`src/rtl/img_mem_read.sv`:
```
// Raster-order reader for the image RAM: issues reads with credit-based flow control
// and streams the returned pixels with row/col/last tags through a small output FIFO.
module img_mem_read #(
    parameter int unsigned IMG_W  = 28,
    parameter int unsigned IMG_H  = 28,
    parameter int unsigned DATA_W = 8,
    parameter int unsigned ADDR_W = 10,
    parameter int unsigned RD_LAT = 1,
    parameter int unsigned FIFO_D = 4
) (
    input  logic              clk,
    input  logic              reset,
    input  logic              start,
    output logic [ADDR_W-1:0] addr0,
    output logic              rden,
    input  logic [DATA_W-1:0] q,
    output logic [DATA_W-1:0] pix_data,
    output logic              pix_valid,
    input  logic              pix_ready,
    output logic [4:0]        pix_row,
    output logic [4:0]        pix_col,
    output logic              pix_last,
    output logic              busy,
    output logic              done
);

    typedef enum logic [1:0] {IDLE, ISSUE, DRAIN, FINISH} state_t;

    localparam int unsigned       NPIX    = IMG_W * IMG_H;
    localparam int unsigned       PW      = (FIFO_D > 1) ? $clog2(FIFO_D) : 1;
    localparam int unsigned       CW      = $clog2(FIFO_D + 1);
    localparam int unsigned       SW      = CW + 1;
    localparam logic [ADDR_W-1:0] LAST_A  = ADDR_W'(NPIX - 1);
    localparam logic [PW-1:0]     PTR_MAX = PW'(FIFO_D - 1);
    localparam logic [SW-1:0]     DEPTH   = SW'(FIFO_D);
    localparam logic [4:0]        COL_MAX = 5'(IMG_W - 1);
    localparam logic [4:0]        ROW_MAX = 5'(IMG_H - 1);

    state_t            state_q, state_d;
    logic [ADDR_W-1:0] addr_q;
    logic [RD_LAT-1:0] vld_q;
    logic [RD_LAT:0]   vld_ext;
    logic [4:0]        row_q, col_q;
    logic [PW-1:0]     wr_q, rd_q;
    logic [CW-1:0]     occ_q, occ_d;
    logic [CW-1:0]     infl;
    logic              push, pop, tag_last;

    logic [DATA_W-1:0] mem_data [FIFO_D];
    logic [4:0]        mem_row  [FIFO_D];
    logic [4:0]        mem_col  [FIFO_D];
    logic              mem_last [FIFO_D];

    assign vld_ext   = {vld_q, rden};
    assign infl      = CW'($countones(vld_q));
    assign push      = vld_q[RD_LAT-1];
    assign pix_valid = (occ_q != '0);
    assign pop       = pix_valid & pix_ready;
    assign tag_last  = (row_q == ROW_MAX) && (col_q == COL_MAX);

    assign pix_data  = pix_valid ? mem_data[rd_q] : '0;
    assign pix_row   = pix_valid ? mem_row[rd_q]  : '0;
    assign pix_col   = pix_valid ? mem_col[rd_q]  : '0;
    assign pix_last  = pix_valid ? mem_last[rd_q] : 1'b0;
    assign addr0     = addr_q;
    assign busy      = (state_q == ISSUE) || (state_q == DRAIN);
    assign done      = (state_q == FINISH);

    // A read may issue if the slot it needs is free counting this cycle's pop.
    always_comb begin
        state_d = state_q;
        rden    = 1'b0;
        case (state_q)
            IDLE:   if (start) state_d = ISSUE;
            ISSUE: begin
                rden = (SW'(occ_q) + SW'(infl)) < (DEPTH + SW'(pop));
                if (rden && (addr_q == LAST_A)) state_d = DRAIN;
            end
            DRAIN:  if (pop && pix_last) state_d = FINISH;
            FINISH: state_d = IDLE;
        endcase
    end

    always_comb begin
        occ_d = occ_q;
        case ({push, pop})
            2'b10:   occ_d = occ_q + CW'(1);
            2'b01:   occ_d = occ_q - CW'(1);
            default: occ_d = occ_q;
        endcase
    end

    always_ff @(posedge clk) begin
        if (reset) begin
            state_q <= IDLE;
            addr_q  <= '0;
            vld_q   <= '0;
            row_q   <= '0;
            col_q   <= '0;
            wr_q    <= '0;
            rd_q    <= '0;
            occ_q   <= '0;
        end else begin
            state_q <= state_d;
            vld_q   <= vld_ext[RD_LAT-1:0];
            occ_q   <= occ_d;
            if (state_q == IDLE && start) begin
                addr_q <= '0;
                row_q  <= '0;
                col_q  <= '0;
            end else begin
                if (rden && addr_q != LAST_A) addr_q <= addr_q + ADDR_W'(1);
                if (push) begin
                    if (col_q == COL_MAX) begin
                        col_q <= '0;
                        row_q <= row_q + 5'd1;
                    end else begin
                        col_q <= col_q + 5'd1;
                    end
                end
            end
            if (push) wr_q <= (wr_q == PTR_MAX) ? '0 : wr_q + PW'(1);
            if (pop)  rd_q <= (rd_q == PTR_MAX) ? '0 : rd_q + PW'(1);
        end
    end

    always_ff @(posedge clk) begin
        if (push) begin
            mem_data[wr_q] <= q;
            mem_row[wr_q]  <= row_q;
            mem_col[wr_q]  <= col_q;
            mem_last[wr_q] <= tag_last;
        end
    end

endmodule

```
`config.mk`:
```
export PLATFORM = sky130hd
export DESIGN_NAME = img_mem_read
export DESIGN_NICKNAME = d
export VERILOG_FILES = /design/src/rtl/img_mem_read.sv
export SDC_FILE = /design/constraint.sdc
export NUM_CORES = 1
export LEC_CHECK = 0
export BUFFER_PORTS_ARGS = -buffer_cell sky130_fd_sc_hd__buf_4
export CAP_MARGIN = 20
export CORE_UTILIZATION = 45
export CTS_CLUSTER_SIZE = 28
export DETAILED_ROUTE_END_ITERATION = 10
export SYNTH_ARGS = -nofsm -noshare
export SYNTH_HDL_FRONTEND = slang
export SYNTH_SLANG_ARGS = --single-unit
```
`constraint.sdc`:
```
create_clock -name clk -period 4.22 [get_ports clk]
set_input_delay 0.844 -clock clk [delete_from_list [all_inputs] [get_ports clk]]
set_output_delay 0.844 -clock clk [all_outputs]
set_load 0.02 [all_outputs]
```
After elaboration in Yosys (flattened, before gate mapping)
Memory sizes are Yosys's and may differ from the RTL's. A register that Yosys moved wholly into a read port is not among the register bits.
Index checks and enable logic that the tools add are counted.
{ "totals": {"reg_bits": 30, "ramBits": 76, "input_bits": 12, "output_inout_bits": 33, "wordCells": 72, "mem_count": 4} }
{ "mem_list": {"columns": ["name", "words", "width", "read_ports", "rd_clocked_by_memory_dff", "wr", "line", "rtl"], "rows": [
  ["mem_data", 4, 8, 1, 1, 1, "49", "logic [DATA_W-1:0] mem_data [FIFO_D];"],
  ["mem_col", 4, 5, 1, 1, 1, "51", "logic [4:0] mem_col [FIFO_D];"],
  ["mem_row", 4, 5, 1, 1, 1, "50", "logic [4:0] mem_row [FIFO_D];"],
  ["mem_last", 4, 1, 1, 1, 1, "52", "logic mem_last [FIFO_D];"]
]} }
{ "classes": {"addsub": 9, "magnitude_cmp": 1, "n_eq_ne": 14, "mux": 23, "n_bitwise": 1, "n_reduce_logical": 12} }
{ "ops": {"columns": ["operator", "n"], "rows": [
  ["$mux 2", 13],
  ["$mux 5", 3],
  ["$add 10x1->10 const B", 1],
  ["$add 5x1->5 const B", 2],
  ["$eq 10x10->1 const B", 1],
  ["$eq 2x2->1 const B", 5],
  ["$eq 5x5->1 const B", 2],
  ["$ne 10x10->1 const B", 1],
  ["$mux 8", 1],
  ["$pmux 2 s4", 1],
  ["$pmux 3 s2", 1],
  ["$logic_and 1x1->1", 5],
  ["$add 2x1->2 const B", 2],
  ["$add 3x1->4", 1],
  ["$add 3x1->4 const A", 1],
  ["$eq 2x1->1 const B", 2],
  ["$lt 4x4->1", 1],
  ["$mux 1", 4],
  ["$ne 2x1->1 const B", 2],
  ["$add 3x1->3 const B", 1],
  ["$reduce_and 3->1", 1],
  ["$reduce_bool 3->1", 1],
  ["$sub 3x1->3 const B", 1],
  ["$logic_not 2->1", 1],
  ["6 further kinds", 6]
]} }

Logic depth before layout (Yosys ltp)
{ "depth": {"word_depth": 7, "ltp_mapped": 8, "ltp_nobuf": 8} }

Worst setup path before layout
No wires, ideal clock.
{ "synth_path": {"path_type": "input-to-output", "startpoint": "input pix_ready", "endpoint": "output rden", "arrival_time_ns": 1.650, "required_ns": 3.376, "path_slack_ns": 1.726, "path_stages": 4, "path_buffers": 1, "path_cell_list": "o31ai_2 -> o31a_1 -> buf_2 -> nor2_1"} }
{ "synth_via": {"elab_chain_len": 4} }
{ "synth_rtl": {"columns": ["item", "line", "rtl"], "rows": [
  ["start: declaration", "19", "input logic pix_ready,"],
  ["$and 1x1->1", "58", "assign pop = pix_valid & pix_ready;"],
  ["$add 3x1->4", "76", "rden = (SW'(occ_q) + SW'(infl)) < (DEPTH + SW'(pop));"],
  ["$lt 4x4->1", "76", null],
  ["$mux 1", "73", "case (state_q)"],
  ["end: declaration", "15", "output logic rden,"]
]} }
No other way between the ends.

Final worst setup path
{ "layout_path": {"startpoint": "register vld_q (netlist: push)", "endpoint": "output rden"} }
{ "layout_via": {"elab_chain_len": 3} }
{ "layout_rtl": {"columns": ["item", "line", "rtl"], "rows": [
  ["start: declaration", "41", "logic [RD_LAT-1:0] vld_q;"],
  ["start signal: assignment", "105", "vld_q <= vld_ext[RD_LAT-1:0];"],
  ["$add 3x1->4", "76", null],
  ["$lt 4x4->1", "76", null],
  ["$mux 1", "73", null]
]} }
No other way between the ends.

==> impl_results.md <==
- P_int: 1745 uW
- Count of fill cells added during filler insertion: 841
- Final HPWL DP: 4701 um
- Post-route cell area: 5134 um^2
- DIE AREA: 10440 um^2
- Area delta synth->final: 13.72%
- Root cell of the clock tree: clkbuf_8
- Clock input transition at the sequential cells of the worst setup and hold paths: 0.09 ns
- Level count of the clock H-tree: 3
- Ys flop type: edfxtp_1
- Largest fanout on the critical path: 12
- Clock sink count: 108
- Number of buffers inserted for hold repair after clock tree synthesis: 0
- Global-route wire length before repair: 12050 um
- Post-place instance area: 4976 um^2
- Initial antenna violation count: 0
- Tightest Hold Check Type: reg -> reg
- Share of power burned in the clock network: 21.3%
- Top post-synthesis cells by area: edfxtp_1, dfxtp_1, mux4_2, ha_1, nor2b_1
- Final critical-path share of the clock period: 74.23%
- Post-Syn Area: 4514 um^2
- Core outline area: 9729 um^2
- Number of hold violations in the final report: 0
- Number of antenna cells inserted: 0
- Worst reg-to-reg path cell count: 6
- Fraction of power spent switching nets: 30.82%
- Synth Net Count: 331
- Setup Crit Path Kind: reg -> out
- Setup repair after global routing missed its margin: no
- Minimum setup slack among reg-to-reg paths: 1.89 ns
- Required time at the endpoint of the critical path: 3.38 ns
- Cell Count Post-Placement: 470
- Total number of vias: 2458
- Most common cell in the synthesized netlist: edfxtp_1
- Post-Syn Instances: 302
- Kind of start point of the critical path: flip-flop
- Unique cell type count in the Yosys netlist: 41
- Worst setup path endpoint: rden
- Post-synth EDFFs: 76
- Maximum number of pins on one net before global-route repair: 21
- Final routed wirelength across all metal layers: 7393 um
- Start of the worst register-to-register path: push$_SDFF_PP0_
- Async set-or-reset flop fraction in the synthesized netlist: 0%
- Final number of max-transition violations: 0
- Most used standard cells in the synthesized netlist: edfxtp_1, dfxtp_1, nor2_1, nor2b_1, mux4_2
- Number of placement rows: 36
- Clock insertion delay at the later pin of the skew report: 0.36 ns
- Yosys warning count: 0
- Count of placed standard cells in the final layout, fillers left out: 485
- Number of buffer cells added on primary ports: 44
- Setup Total Neg Slack: 0 ns
- Net switching power: 777.4 uW
- Max Freq: 319.3 MHz
- Routed via count divided by cell count: 5.068
- Mean instance size in the synthesized netlist: 14.95 um^2
- CP Capture Type: output pin
- Data arrival time of the critical path: 2.29 ns
- Final setup fails: 0
- Yosys top cell area share: 50.55%
- Status: finished clean
- End of the worst register-to-register path: addr0[3]$_SDFFE_PP0P_
- Starting DRC count in detailed routing: 76
- Post-CTS Setup Inserts: 0
- Shortest period the worst path allows: 3.132 ns
- GPL Wtd Cong: 0.7923
- Number of gates given a new drive strength after cts: 0
- FF+latch count, synth: 108
- Startpoint of the most critical setup path: push$_SDFF_PP0_
- Max IR drop VDD: 0.4260 mV
- Initial Util: 46.40%
- Power per Cell Area: 491.4 nW/um^2
- Total routing usage reported by global routing: 15.82%
- Die Span Y: 102.2 um
- Most area-hungry cell type in the Yosys netlist: edfxtp_1
- Relative slew slack: 27.01%
- Post-layout nets: 377
- Leakage: 0.001784 uW
- Overflow left after global routing: 0
- CTS max path bufs: 2
- Transition time at the pin with the least slew margin: 1.095 ns
- Register share of total power: 50.7%
- Per-cell routed wire length: 15.24 um
- Power share of the combinational group: 28.0%
- Fraction of layout instances using a drive strength above 1: 23.30%
- Inserted Clock Buffers: 9
- Count of unresolved DRC violations after routing: 0
- Clock Skew: 0.007508 ns
- Number of global-route vias before repair: 2380
- Chip Width: 102.2 um
- Max_cap viols: 0
- Top-level I/O count: 45
- Sequential-to-total area share from yosys stat: 64.75%
- Drt first pass iters: 4
- Remaining number of nets flagged by the antenna check after routing: 0
- CTS tree: yes
==> routing by layer <==
metal	global-route usage, %	routed length, um
met1	19.45	3526
met5	0	0
met2	25.81	3460
met3	4.514	312
met4	7.582	93
==> final cells by class <==
type,instances,area [um^2],share of cell area [%]
flip-flops and latches,108,2923,56.93
multi-input cells,172,1500,29.22
repair buffers,46,345.3,6.727
well taps,133,166.4,3.242
clock buffers,10,127.6,2.486
inverters,11,41.29,0.8043
clock inverters,5,30.03,0.5849
==> kinds of logic (layout without fill, tap and decap cells) <==
logic type | after synthesis | count (layout) | share of synthesized area [%]
xor gates and xnor gates | 19 | 19 | 3.686
and+or+nand+nor | 98 | 98 | 11.81
AOI/OAI and AO/OA | 14 | 14 | 2.079
DFF | 108 | 108 | 64.74
buffers and inverters | 22 | 72 | 2.134
adders and majority gates | 17 | 17 | 4.878
muxes | 24 | 24 | 10.67
==> placed cells by master, fill, tap and decap left out, types with 2 or more instances in the layout <==
cell type,synthesis,final
nand2_1,9,9
edfxtp_1,76,76
nand2b_1,2,2
buf_4,0,46
nor2_1,28,28
nand3_1,5,5
or3_1,2,2
and2_1,4,4
a21oi_1,6,6
nor2b_1,19,19
mux4_2,18,18
clkbuf_8,1,9
xnor2_1,11,11
nor4_1,7,7
xor2_1,8,8
mux2i_1,5,5
dfxtp_1,32,32
nor4b_1,2,2
ha_1,16,16
inv_1,11,11
clkinv_2,0,2
nor3_1,6,5
nand4_1,5,5
nand3b_1,2,2
==> how the worst min path moves through the flow <==
stage	start	end	slack (ns)	depth (start not counted)
2_1_floorplan	rd_q[1]$_SDFFE_PP0N_	flip-flop	0.45	2
3_3_place_gp	rd_q[1]$_SDFFE_PP0N_	rd_q[1]$_SDFFE_PP0N_	0.48	2
3_5_place_dp	rd_q[1]$_SDFFE_PP0N_	rd_q[1]$_SDFFE_PP0N_	0.47	2
4_1_cts	rd_q[1]$_SDFFE_PP0N_	flip-flop	0.49	2
5_1_grt	rd_q[1]$_SDFFE_PP0N_	flip-flop	0.50	2
6_report	rd_q[1]$_SDFFE_PP0N_	rd_q[1]$_SDFFE_PP0N_	0.48	2
==> worst max-delay path: stages, from the launching register on <==
cell and delay, ns:
dfxtp_1 0.59, ha_1 0.26, ha_1 0.17, xor2_1 0.20, o31a_1 0.44, nor2_1 0.11, buf_4 0.17
==> state kept, by name (all words and copies together) (netlist names), named ones only <==
signal	cells
mem_data	32
mem_col	20
mem_row	20
addr0	10
col_q	5
row_q	5
mem_last	4
occ_q	3
rd_q	2
state_q	2
wr_q	2
push	1
==> through the flow <==
stage / hold WS, ns / util [%] / total power, uW / setup WS (ns)
2_1_floorplan: 0.4489 / - / 1788 / 1.726
3_3_place_gp: 0.4756 / 51.14 / 2017 / 1.491
3_5_place_dp: 0.4727 / 51.14 / 2024 / 1.454
4_1_cts: 0.4858 / 52.76 / 2563 / 1.049
5_1_grt: 0.5018 / 52.76 / 2673 / 0.9119
6_report: 0.4835 / 52.76 / 2523 / 1.088
==> power groups by stage <==
stage	Clock (uW)	Sequential [uW]	Combinational, uW
floorplan	0	1270	517
global placement	0	1300	712
detailed placement	0	1310	718
CTS	559	1280	722
global route	596	1290	784
finish	537	1280	706
Note: power is estimated with default switching activity, not from simulation.
